### src/rtl/uart_rx_line.sv
// rtl/uart_rx_line.sv - oversampling UART receiver feeding a CR-terminated line buffer
//
// Optional feature macro: UART_RX_PARITY_EN (adds a parity bit after the data bits;
// PARITY_ODD selects odd (1) or even (0) sense).
//
// Ports:
//   clk         system clock, rising edge
//   rst         synchronous active-high reset
//   rx          asynchronous serial input, idles high
//   byte_valid  1-clk pulse, a character was accepted
//   byte_data   last accepted character
//   frame_err   1-clk pulse, stop bit sampled low
//   parity_err  1-clk pulse, parity mismatch (0 without UART_RX_PARITY_EN)
//   overflow    1-clk pulse, character dropped
//   line_valid  a committed line is waiting for the consumer
//   line_len    characters in the committed or partial line
//   rd_addr     buffer read index
//   rd_data     buffer[rd_addr], one clk after rd_addr
//   line_ack    consumer releases the committed line
module uart_rx_line #(
  parameter int CLK_HZ     = 100000000,
  parameter int BAUD       = 115200,
  parameter int OVERSAMPLE = 16,
  parameter int DATA_BITS  = 8,
  parameter int DEPTH      = 16,
  parameter int PARITY_ODD = 0
) (
  input  logic                         clk,
  input  logic                         rst,
  input  logic                         rx,
  output logic                         byte_valid,
  output logic [DATA_BITS-1:0]         byte_data,
  output logic                         frame_err,
  output logic                         parity_err,
  output logic                         overflow,
  output logic                         line_valid,
  output logic [$clog2(DEPTH+1)-1:0]   line_len,
  input  logic [$clog2(DEPTH)-1:0]     rd_addr,
  output logic [DATA_BITS-1:0]         rd_data,
  input  logic                         line_ack
);

  localparam int DIV_RAW = (CLK_HZ + (BAUD * OVERSAMPLE) / 2) / (BAUD * OVERSAMPLE);
  localparam int DIV     = (DIV_RAW < 1) ? 1 : DIV_RAW;
  localparam int DW      = (DIV > 1) ? $clog2(DIV) : 1;
  localparam int OW      = $clog2(OVERSAMPLE);
  localparam int BW      = $clog2(DATA_BITS);
  localparam int LW      = $clog2(DEPTH + 1);
  localparam int AW      = $clog2(DEPTH);

  localparam logic [DW-1:0]        DIV_M1   = DW'(DIV - 1);
  localparam logic [OW-1:0]        HALF_M1  = OW'(OVERSAMPLE / 2 - 1);
  localparam logic [OW-1:0]        FULL_M1  = OW'(OVERSAMPLE - 1);
  localparam logic [BW-1:0]        LAST_BIT = BW'(DATA_BITS - 1);
  localparam logic [LW-1:0]        FULL_LEN = LW'(DEPTH);
  localparam logic [DATA_BITS-1:0] CH_LF    = DATA_BITS'(8'h0A);
  localparam logic [DATA_BITS-1:0] CH_CR    = DATA_BITS'(8'h0D);

  typedef enum logic [2:0] {
    S_IDLE,
    S_START,
    S_DATA,
`ifdef UART_RX_PARITY_EN
    S_PARITY,
`endif
    S_STOP
  } state_t;

  state_t               state;
  logic                 rx_meta, rx_s, rx_d;
  logic [DW-1:0]        tick_cnt;
  logic [OW-1:0]        os_cnt;
  logic [BW-1:0]        bit_cnt;
  logic [DATA_BITS-1:0] shreg;
  logic [DATA_BITS-1:0] mem [2**AW];
  logic                 bad_par;

  logic tick, fall, stop_smp, accept, is_lf, is_cr;
  logic ack_now, base_valid, wr_en, commit, ovf;
  logic [LW-1:0] base_len;

  assign tick     = (tick_cnt == DIV_M1);
  assign fall     = rx_d & ~rx_s;
  assign stop_smp = (state == S_STOP) && tick && (os_cnt == FULL_M1);
  assign accept   = stop_smp & rx_s & ~bad_par;
  assign is_lf    = (shreg == CH_LF);
  assign is_cr    = (shreg == CH_CR);

  // An ack in the same cycle as a decision is applied first, so the
  // character is judged against an empty, uncommitted line.
  assign ack_now    = line_valid & line_ack;
  assign base_valid = line_valid & ~line_ack;
  assign base_len   = ack_now ? '0 : line_len;

  assign wr_en  = accept & ~is_lf & ~is_cr & ~base_valid & (base_len != FULL_LEN);
  assign commit = accept & is_cr & ~base_valid;
  assign ovf    = accept & ((is_cr & base_valid) |
                            (~is_lf & ~is_cr & (base_valid | (base_len == FULL_LEN))));

`ifdef UART_RX_PARITY_EN
  logic par_bad;
  assign bad_par = par_bad;
`else
  logic unused_parity_odd;
  assign unused_parity_odd = (PARITY_ODD != 0);
  assign bad_par           = 1'b0;
  assign parity_err        = 1'b0;
`endif

  always_ff @(posedge clk) begin
    if (rst) begin
      state      <= S_IDLE;
      rx_meta    <= 1'b1;
      rx_s       <= 1'b1;
      rx_d       <= 1'b1;
      tick_cnt   <= '0;
      os_cnt     <= '0;
      bit_cnt    <= '0;
      shreg      <= '0;
      byte_valid <= 1'b0;
      byte_data  <= '0;
      frame_err  <= 1'b0;
      overflow   <= 1'b0;
      line_valid <= 1'b0;
      line_len   <= '0;
      rd_data    <= '0;
`ifdef UART_RX_PARITY_EN
      par_bad    <= 1'b0;
      parity_err <= 1'b0;
`endif
    end else begin
      rx_meta    <= rx;
      rx_s       <= rx_meta;
      rx_d       <= rx_s;
      byte_valid <= accept;
      frame_err  <= stop_smp & ~rx_s;
      overflow   <= ovf;
      if (accept) byte_data <= shreg;
      line_valid <= commit | base_valid;
      line_len   <= wr_en ? base_len + 1'b1 : base_len;
      rd_data    <= mem[rd_addr];
      tick_cnt   <= tick ? '0 : tick_cnt + 1'b1;
`ifdef UART_RX_PARITY_EN
      parity_err <= stop_smp & rx_s & par_bad;
`endif
      case (state)
        S_IDLE: begin
          if (fall) begin
            // Restart the bit timing from the detected start edge.
            state    <= S_START;
            tick_cnt <= '0;
            os_cnt   <= '0;
`ifdef UART_RX_PARITY_EN
            par_bad  <= 1'b0;
`endif
          end
        end
        S_START: begin
          if (tick) begin
            if (os_cnt == HALF_M1) begin
              os_cnt  <= '0;
              bit_cnt <= '0;
              state   <= rx_s ? S_IDLE : S_DATA;
            end else begin
              os_cnt <= os_cnt + 1'b1;
            end
          end
        end
        S_DATA: begin
          if (tick) begin
            if (os_cnt == FULL_M1) begin
              os_cnt <= '0;
              shreg  <= {rx_s, shreg[DATA_BITS-1:1]};
              if (bit_cnt == LAST_BIT) begin
`ifdef UART_RX_PARITY_EN
                state <= S_PARITY;
`else
                state <= S_STOP;
`endif
              end else begin
                bit_cnt <= bit_cnt + 1'b1;
              end
            end else begin
              os_cnt <= os_cnt + 1'b1;
            end
          end
        end
`ifdef UART_RX_PARITY_EN
        S_PARITY: begin
          if (tick) begin
            if (os_cnt == FULL_M1) begin
              os_cnt  <= '0;
              par_bad <= ((^shreg) ^ rx_s) != (PARITY_ODD != 0);
              state   <= S_STOP;
            end else begin
              os_cnt <= os_cnt + 1'b1;
            end
          end
        end
`endif
        S_STOP: begin
          // Leaving at the stop-bit centre lets a back-to-back start edge be seen.
          if (tick) begin
            if (os_cnt == FULL_M1) begin
              os_cnt <= '0;
              state  <= S_IDLE;
            end else begin
              os_cnt <= os_cnt + 1'b1;
            end
          end
        end
        default: state <= S_IDLE;
      endcase
    end
  end

  // Buffer storage is not reset; contents beyond line_len are stale by design.
  always_ff @(posedge clk) begin
    if (wr_en && !rst) mem[base_len[AW-1:0]] <= shreg;
  end

endmodule

### config.mk
export PLATFORM = sky130hd
export DESIGN_NAME = uart_rx_line
export DESIGN_NICKNAME = d
export VERILOG_FILES = /design/src/rtl/uart_rx_line.sv
export SDC_FILE = /design/constraint.sdc
export NUM_CORES = 1
export LEC_CHECK = 0
export CAP_MARGIN = 40
export CELL_PAD_IN_SITES_DETAIL_PLACEMENT = 1
export CELL_PAD_IN_SITES_GLOBAL_PLACEMENT = 2
export CORE_UTILIZATION = 41
export CTS_BUF_LIST = sky130_fd_sc_hd__clkbuf_4 sky130_fd_sc_hd__clkbuf_8
export DETAILED_ROUTE_END_ITERATION = 16
export GPL_ROUTABILITY_DRIVEN = 0
export PLACE_DENSITY = 0.83
export SYNTH_ARGS = -nofsm -noshare
export SYNTH_HDL_FRONTEND = slang
export SYNTH_SLANG_ARGS = --single-unit
### constraint.sdc
create_clock -name clk -period 2.65 [get_ports clk]
set_input_delay 0.265 -clock clk [delete_from_list [all_inputs] [get_ports clk]]
set_output_delay 0.265 -clock clk [all_outputs]
set_load 0.05 [all_outputs]
==> results.toml <==
[setup_path]
cp.arrival_ns = 2.60
cp-startpoint = "line_valid"
endpoint = "mem[7][4]"
timing.rr.end = "mem[7][4]"
cp_max_fo = 16
required_ns = 2.82
crit_path_end_kind = "register"
r2r_setup_slack_ns = 0.23
r2r_cells = 9
startpoint_type = "register"
worstReg2RegStart = "line_valid"
path_class = "register to register"

[yosys]
synth_top_family_by_area = "multiplexers"
yosys.area_share.xor_xnor = 0.00482
ys_ff_latch = 179
synth_area_mm2 = 0.00727
yosys-top-cells-count = "128 x edfxtp_1, 51 x dfxtp_1, 38 x nand2_1, 29 x mux2i_1, 26 x nor2_1"
synth.area.top_cells = "edfxtp_1 53%, dfxtp_1 14%, mux4_2 7.1%"
post-synth-top-count-cell = "edfxtp_1"
synth_top_area_share = 0.529
synth-edff-count = 128
synthFlopType = "edfxtp_1"
synth-async-reset-ratio = 0
yosysWarningCount = 0
yosys.area_share.simple = 0.107
synthMuxAreaShare = 0.116
synth_adder_area_share = 0.0155
synth_compound_area_frac = 0.0613
synth_nets = 511
yosys.area.top_type = "edfxtp_1"
syn_inst = 494
yosysUniqueCellTypes = 61
synth_seq_area_share = 0.669
syn_avg_cell_area_um2 = 14.7

[clock_network]
htree_num_levels = 4
clk_latency_ns = 0.46
clk_pin_slew_ns = 0.09
cts-resized-gates = 0
post_cts_buffers = 0
ctsHoldBuffers = 0
clkSinkCount = 179
cts_buffers = 17
cts_root_buf = "clkbuf_8"
clockBufferDepth = 2
cts_tree = "built"

[floorplanning]
die_area_mm2 = 0.0183
design.core.area_mm2 = 0.0173
die_x_um = 135
initial_core_util = 0.420
ios = 34
rows = 48
die_h_um = 135

[power_and_ir_drop]
ir_drop_mv = 0.306
p_sw_uw = 1130
powerDensity_mw_per_mm2 = 582
pwr-share-seq = 0.601
clkPwrFrac = 0.347
internal_power_uw = 3830
switching_share = 0.228
finalPower_uw = 4960
p_comb_frac = 0.053
p_leak_uw = 0.00291

[route]
vias = 4360
wl_um = 17100
dr.first_iter.drc_count = 300
routed_via_density = 5.44
highest_layer = "met4"
met2_length_um = 8650
drc = 0
drt-pass1-iter-count = 4
final_antenna_net_count = 0
wl_per_cell_um = 21.3
wl_met1_um = 7250
wl_met3_um = 691

[worst_hold_path]
hp-start = "rx"
hold_path_class = "input port to register"

[timing]
period_share = 0.915
final_hold_viol_count = 0
drv_slew = 0
max-slew-margin-rel = 0.536
fmax_mhz = 413
worst_pin_slew_ns = 0.690
worst_slack_ns = 0.226
whs_ns = 0.360
setup_viol = 0
worst_clock_skew_ns = 0.0134
finalCriticalPeriod_ns = 2.42
rsz0062_at_grt = "no"

[final_layout]
syn_to_final_growth_pct = 17.2
final_layout_size_suffix_gt1_frac = 0.222
multi_input_area_mm2 = 0.00227
fin_nets = 581
num_antenna_cells = 0
fin_util = 0.493
fillerInstances = 1742
seq_area_mm2 = 0.00486

[placement]
hpwlAfterDp_um = 11900
portBuffers = 32
preCtsSetupSlack_ns = -0.0147

[grt]
grt_pass1_wl_um = 26600
grt.overflow.total = 0
track_usage = 0.201
grt_pass1_vias = 4637
grt_max_degree = 38
antenna_found_initial = 0

[flow_run]
cap_violations = 0

[run_status]
status = "completed"
## how the worst min path moves through the flow
stage | to | slack [ns] | depth (start not counted)
after floorplan | rx_meta | 0.37 | 1
after global placement | rx_s | 0.40 | 1
after detailed placement | rx_s | 0.40 | 1
after CTS | rx_meta | 0.33 | 2
after global routing | rx_meta | 0.33 | 2
final | rx_meta | 0.36 | 2
## layout make-up
cell class,count,area share
well taps,225,0.0330
clock inverters,10,0.00881
repair buffers,77,0.0796
flip-flops and latches,179,0.571
clock buffers,22,0.0341
inverters,16,0.00705
multi-input cells,273,0.267
## worst max-delay path: stages (launching register included)
cell and delay (ns):
dfxtp_1 0.39, nand2_1 0.17, nand2_1 0.10, ha_1 0.24, nand2b_1 0.10, o31a_1 0.17, nand4_2 0.14, buf_12 0.19
nor4_1 0.40, buf_4 0.23
## per-layer routing
metal	global-route usage	up-vias
met4	0.0924	0
met2	0.340	104
met3	0.0397	32
met5	0	-
met1	0.249	2191
li1	-	2033
## flip-flops by register name, summed over array words and instances, names as in the netlist, 2 cells and up
register	count
shreg	8
line_len	5
mem	128
rd_data	8
os_cnt	4
tick_cnt	6
bit_cnt	3
state	2
byte_data	8
## power groups by stage
stage | logic, uW | clock network [uW] | registers [uW]
6_report | 262 | 1720 | 2980
5_1_grt | 280 | 1860 | 2980
4_1_cts | 265 | 1770 | 2980
3_5_place_dp | 264 | 0 | 3050
3_3_place_gp | 259 | 0 | 3040
2_1_floorplan | 143 | 0 | 3080
## placed cells by master (no fill, tap or decap), types with 3 or more instances in the layout
cell type	Yosys	routed
a211oi_1	7	7
a21oi_1	17	17
a221o_1	3	3
a31oi_1	4	4
buf_4	5	43
clkbuf_8	0	20
clkdlybuf4s50_1	0	31
clkinvlp_4	0	4
dfxtp_1	51	51
edfxtp_1	128	128
ha_1	9	9
inv_1	15	15
mux2_2	3	3
mux2i_1	29	29
mux4_2	23	23
nand2_1	38	38
nand2b_1	6	6
nand3_1	7	7
nand4_1	6	6
nand4b_1	3	3
nor2_1	26	26
nor2b_1	8	8
nor3_1	11	3
nor3_2	0	8
nor4_1	8	6
nor4b_1	4	4
o21ai_0	11	11
o22ai_1	5	5
o31ai_1	3	3
o32ai_1	4	4
or2_2	4	4
## per-stage QoR
step	cell area (um2)	setup TNS, ns	cells
after floorplan	7320	-15.87	494
after global placement	8160	0	770
after detailed placement	8160	-0.0732	770
after CTS	8520	0	802
after global routing	8520	0	802
final	8520	0	802
## logic make-up (layout without fill, tap and decap cells)
logic type,count (synthesis),count (layout)
adders and majority gates,9,9
and+or+nand+nor,138,138
xor gates and xnor gates,4,4
muxes,55,55
DFF,179,179
buffers and inverters,42,125
other,1,1
AOI/OAI and AO/OA,66,66
Note: power is estimated with default switching activity, not from simulation.
